### config.mk
export PLATFORM = sky130hd
export DESIGN_NAME = ttl74x869
export DESIGN_NICKNAME = d
export VERILOG_FILES = /design/src/rtl/ttl74x869.sv
export SDC_FILE = /design/constraint.sdc
export NUM_CORES = 1
export LEC_CHECK = 0
export BUFFER_PORTS_ARGS = -buffer_cell sky130_fd_sc_hd__buf_4
export CELL_PAD_IN_SITES_DETAIL_PLACEMENT = 0
export CELL_PAD_IN_SITES_GLOBAL_PLACEMENT = 2
export CORE_MARGIN = 2
export CORE_UTILIZATION = 30
export CTS_CLUSTER_DIAMETER = 120
export DETAILED_ROUTE_END_ITERATION = 6
export PLACE_DENSITY_LB_ADDON = 0.1
export SLEW_MARGIN = 20
export SYNTH_ARGS = -nofsm -noshare
export SYNTH_HDL_FRONTEND = slang
export SYNTH_SLANG_ARGS = --single-unit
export TNS_END_PERCENT = 1
### constraint.sdc
create_clock -name CLK -period 2.53 [get_ports CLK]
set_input_delay 0.506 -clock CLK [delete_from_list [all_inputs] [get_ports CLK]]
set_output_delay 0.506 -clock CLK [all_outputs]
set_load 0.05 [all_outputs]
### src/rtl/ttl74x869.sv
`default_nettype none
// ============================================================================
// Module   : ttl74x869
// Brief    : WIDTH-bit synchronous up/down counter, clear/load, cascadable RCO_n
// Revision : 1.0 - initial release
// ============================================================================
module ttl74x869 #(
  parameter int WIDTH = 8
) (
  input  logic             CLK,
  input  logic             RST,
  input  logic [1:0]       S,
  input  logic [WIDTH-1:0] D,
  input  logic             ENP_n,
  input  logic             ENT_n,
  output logic [WIDTH-1:0] Q,
  output logic             RCO_n
);

  localparam logic [1:0]       c_S_CLEAR = 2'b00;
  localparam logic [1:0]       c_S_DOWN  = 2'b01;
  localparam logic [1:0]       c_S_UP    = 2'b10;
  localparam logic [1:0]       c_S_LOAD  = 2'b11;
  localparam logic [WIDTH-1:0] c_ONE     = {{(WIDTH-1){1'b0}}, 1'b1};
  localparam logic [WIDTH-1:0] c_ONES    = {WIDTH{1'b1}};

  logic [WIDTH-1:0] r_q;
  logic             w_count_en;
  logic             w_up_tc;
  logic             w_dn_tc;

  assign w_count_en = ~ENP_n & ~ENT_n;

  always_ff @(posedge CLK) begin
    if (RST) begin
      r_q <= '0;
    end else begin
      case (S)
        c_S_CLEAR: r_q <= '0;
        c_S_LOAD:  r_q <= D;
        c_S_UP:    if (w_count_en) r_q <= r_q + c_ONE;
        c_S_DOWN:  if (w_count_en) r_q <= r_q - c_ONE;
        default:   r_q <= r_q;
      endcase
    end
  end

  // Terminal count ignores ENP_n so a cascade can chain RCO_n into the next ENT_n.
  assign w_up_tc = (S == c_S_UP)   && (r_q == c_ONES);
  assign w_dn_tc = (S == c_S_DOWN) && (r_q == '0);
  assign RCO_n   = ~(~ENT_n & (w_up_tc | w_dn_tc));

  assign Q = r_q;

endmodule
`default_nettype wire

==> metrics.log <==
[metrics] vias after detailed routing: between 1000 and 1500
[metrics] maximum number of buffers from clock root to sink: 2
[metrics] initial antenna violation count: 0
[metrics] Slowest Stage Delay on Critical Path: ~0.23 ns
[metrics] Final Wtd Congestion: about 0.73
[metrics] simple-gate area share of the yosys netlist: 26.93%
[metrics] antenna diode instance count: 0
[metrics] hold worst-path end: Q[6]$_SDFFE_PP0P_
[metrics] IR drop worst, VDD: approximately 0.24 mV
[metrics] fraction of layout cells with a size suffix above 1: between 20% and 30%
[metrics] max capacitance violation total: 0
[metrics] number of unique standard cell types used by synthesis: 50
[metrics] Top-Level Pins: 23
[metrics] most used standard cells in the synthesized netlist: sky130_fd_sc_hd__nor2_1, sky130_fd_sc_hd__dfxtp_1, sky130_fd_sc_hd__nand2_1, sky130_fd_sc_hd__o21ai_0
[metrics] predominant post-synthesis flop cell: sky130_fd_sc_hd__dfxtp_1
[metrics] first-pass GRT wire length: roughly 4800 um
[metrics] number of buffers inserted by post-CTS setup repair: 0
[metrics] number of filler instances in the final layout: just under 400
[metrics] Sequential Area: 160.2 um^2
[metrics] Initial Utilization: just over 30%
[metrics] most numerous cell in the Yosys netlist: sky130_fd_sc_hd__nor2_1
[metrics] time the worst path needs with I/O delays and setup: 2.332 ns
[metrics] Worst setup EP type: primary output
[metrics] H-Tree Depth: 1
[metrics] period utilisation layout: approximately 90%
[metrics] Total GRT Usage: roughly 16%
[metrics] sum of negative setup slack: 0 ns
[metrics] hold path startpoint: RST
[metrics] number of synthesized register bits: 8
[metrics] Data arrival, critical path: 1.83 ns
[metrics] detailed-route wire length: 2975 um
[metrics] number of pins exceeding their max-slew limit in the final report: 0
[metrics] die area: roughly 0.004 mm^2
[metrics] source-to-sink clock delay at the later pin of the worst-skew pair: 0.26 ns
[metrics] Final Hold Vio Count: 0
[metrics] top achievable clock speed: 428.8 MHz
[metrics] hold-critical path depth: 2
[metrics] instance count of the mapped netlist: ~130
[metrics] IO Port Bufs: 22
[metrics] startpoint types: input port
[metrics] result of the run: finished clean
[metrics] Max-Slew Margin vs Limit: between 60 and 70%
[metrics] die span in y: just over 60 um
[metrics] main combinational cell family by area after synthesis: compound AO/OA/AOI/OAI gates
[metrics] Via-to-Cell Ratio: ~5.3
[metrics] standard cell with the maximum stage delay on the critical path: sky130_fd_sc_hd__nor4b_4
[metrics] synthesized-area fraction occupied by ao, oa, aoi and oai cells: between 20% and 30%
[metrics] placed inst area: 0.001192 mm^2
[metrics] Finished Cell Area: 0.001224 mm^2
[metrics] Post-Route Skew: ~0.002 ns
[metrics] number of CTS-inserted buffers: 3
[metrics] cell accounting for the most synthesized area: sky130_fd_sc_hd__dfxtp_1
[metrics] top cell type's share of synthesized area: about 16%
[metrics] Lkg Pwr: about 0.00053 uW
[metrics] max reg flops: 8
[metrics] DIE WIDTH: ~62 um
[metrics] DRT iter0 DRCs: 58
[metrics] Synth Warn #: 0
[metrics] required time of the worst setup path: around 2.0 ns
[metrics] drt first pass iters: 4
[metrics] Post-synth ARST share: 0%
[metrics] vias in the first global route: roughly 1000
[metrics] area inside the core boundary: between 0.003 and 0.004 mm^2
[metrics] Reg-to-Reg Start: Q[2]$_SDFFE_PP0P_
[metrics] sequential share of the synthesized area: between 10% and 20%
[metrics] Worst Path Class, Setup: input port to primary output
[metrics] synth-to-layout area growth: 19.71%
[metrics] number of setup violations in the final report: 0
[metrics] worst r2r dst: Q[7]$_SDFFE_PP0P_
[metrics] multiplexer fraction of the synthesized cell area: 3.060%
[metrics] number of non-filler instances in the completed layout: 195
[metrics] root buffer cell: sky130_fd_sc_hd__clkbuf_4
[metrics] Cell Count Post-Placement: 192
[metrics] Synth Cell Area: 0.001022 mm^2
[metrics] number of flops mapped to enable cells by yosys: 0
[metrics] FF-to-FF path depth: 5
[metrics] total number of placement rows: 21
[metrics] antenna viol nets, final: 0
[metrics] HPWL after DPL: ~2300 um
[metrics] overall overflow remaining after global route: 0
[metrics] CTS sink count: 8
[metrics] class of the tightest hold or removal check: input port to flip-flop
[metrics] pin count of the biggest net entering global routing: 17
[metrics] Clock Pin Slew Worst Setup and Hold Paths: roughly 0.06 ns
[metrics] syn avg cell area: 7.924 um^2
[metrics] number of nets in the final layout: roughly 170
[metrics] power density cells: between 300 and 400 mW/mm^2
[metrics] TritonCTS clock tree: yes
[metrics] RSZ-0062 raised after global routing: no
[metrics] Wirelength per Cell: 15.26 um
[metrics] ranking of synthesized cells by area: sky130_fd_sc_hd__dfxtp_1, sky130_fd_sc_hd__ha_1, sky130_fd_sc_hd__buf_6
[metrics] final core area utilization: between 30% and 40%
[metrics] critical-path maximum fanout: 11
[metrics] actual slew at the worst max-slew pin: approximately 0.57 ns
[metrics] area taken by multi-input logic gates: between 700 and 800 um^2
[metrics] setup slack of the most critical reg-to-reg path: around 0.6 ns
[metrics] area share of fa/ha/maj cells after synthesis: approximately 8.6%
[metrics] share of the synthesized netlist area taken by xor and xnor gates: ~6.0%
[metrics] cell repeated most along the worst path: sky130_fd_sc_hd__buf_4
[metrics] Critical Path, Cell by Cell: buf_4 > inv_1 > ha_1 > buf_4 > nor4b_4 > nand2_1 > o21ai_1 > nand2b_1 > buf_4
[metrics] nets in the synthesized netlist: 150
[metrics] post-detailed-route DRC marker count: 0
## routing by layer
layer	GRT usage, %	vias up	share of wire (%)
met4	5.833	0	0.67
met5	0	-	0
met2	26.36	18	48
met1	21.20	486	47
met3	1.802	2	3.8
li1	-	523	-
## timing repair
| item | in CTS | in global routing |
|---|---|---|
| hold buffers | 0 | 0 |
| gates resized for setup | 0 | 2 |
| setup endpoints to repair | 0 | 1 |
## report_power, final
| part | total, uW | switching, uW | internal, uW |
|---|---|---|---|
| logic | 216 | 124 | 92.3 |
| clock network | 104 | 49.3 | 54.7 |
| registers | 161 | 25.6 | 135 |
## stage by stage
step	worst slack, ns	power (uW)	hold WS (ns)
CTS	0.09654	487.5	0.4959
finish	0.1977	481.5	0.4953
global placement	0.07148	378.3	0.5159
detailed placement	0.08159	378.8	0.5358
floorplan	0.2356	318.4	0.7014
global route	0.03361	518.4	0.5048
## worst max-delay path, delay by kind of cell
family                     cells  cell delay (ns)
AOI/OAI and AO/OA              1             0.14
adders and majority gates      1             0.21
buffers and inverters          4             0.58
and+or+nand+nor                3             0.38
## kinds of logic after synthesis
logic type / Yosys count
adder cells (fa/ha/maj): 7
AND/OR/NAND/NOR: 46
flip-flops: 8
XOR/XNOR: 7
multiplexers: 3
AO/OA/AOI/OAI: 42
buffers and inverters: 16
## cell usage in the layout, fill, tap and decap left out, types with 3 or more instances in the layout
cell | Yosys | final
sky130_fd_sc_hd__xor2_1 | 4 | 4
sky130_fd_sc_hd__nor2_1 | 9 | 9
sky130_fd_sc_hd__o21ai_0 | 8 | 7
sky130_fd_sc_hd__a22oi_1 | 5 | 5
sky130_fd_sc_hd__dfxtp_1 | 8 | 8
sky130_fd_sc_hd__nand2b_1 | 5 | 5
sky130_fd_sc_hd__buf_4 | 5 | 28
sky130_fd_sc_hd__ha_1 | 7 | 7
sky130_fd_sc_hd__clkbuf_4 | 0 | 3
sky130_fd_sc_hd__nand2_1 | 8 | 8
sky130_fd_sc_hd__xnor2_1 | 3 | 3
sky130_fd_sc_hd__a21oi_1 | 7 | 7
sky130_fd_sc_hd__inv_1 | 5 | 5
sky130_fd_sc_hd__o21ai_1 | 4 | 5
## area by class of cell
class                      count  area share, %
multi-input combinational    105          61.66
tap                           46          4.703
timing repair buffer          28          17.18
clock buffer                   3          1.840
sequential                     8          13.09
inverter                       5          1.534
## how the worst max path moves through the flow
stage / from / depth (start not counted) / endpoint
after CTS: S[1] / 9 / RCO_n
after global routing: S[1] / 9 / RCO_n
after global placement: S[1] / 9 / Q[7]$_SDFFE_PP0P_
final: S[1] / 9 / RCO_n
after detailed placement: S[1] / 9 / Q[7]$_SDFFE_PP0P_
after floorplan: S[1] / 10 / Q[4]$_SDFFE_PP0P_
(Power assumes the default switching activity.)
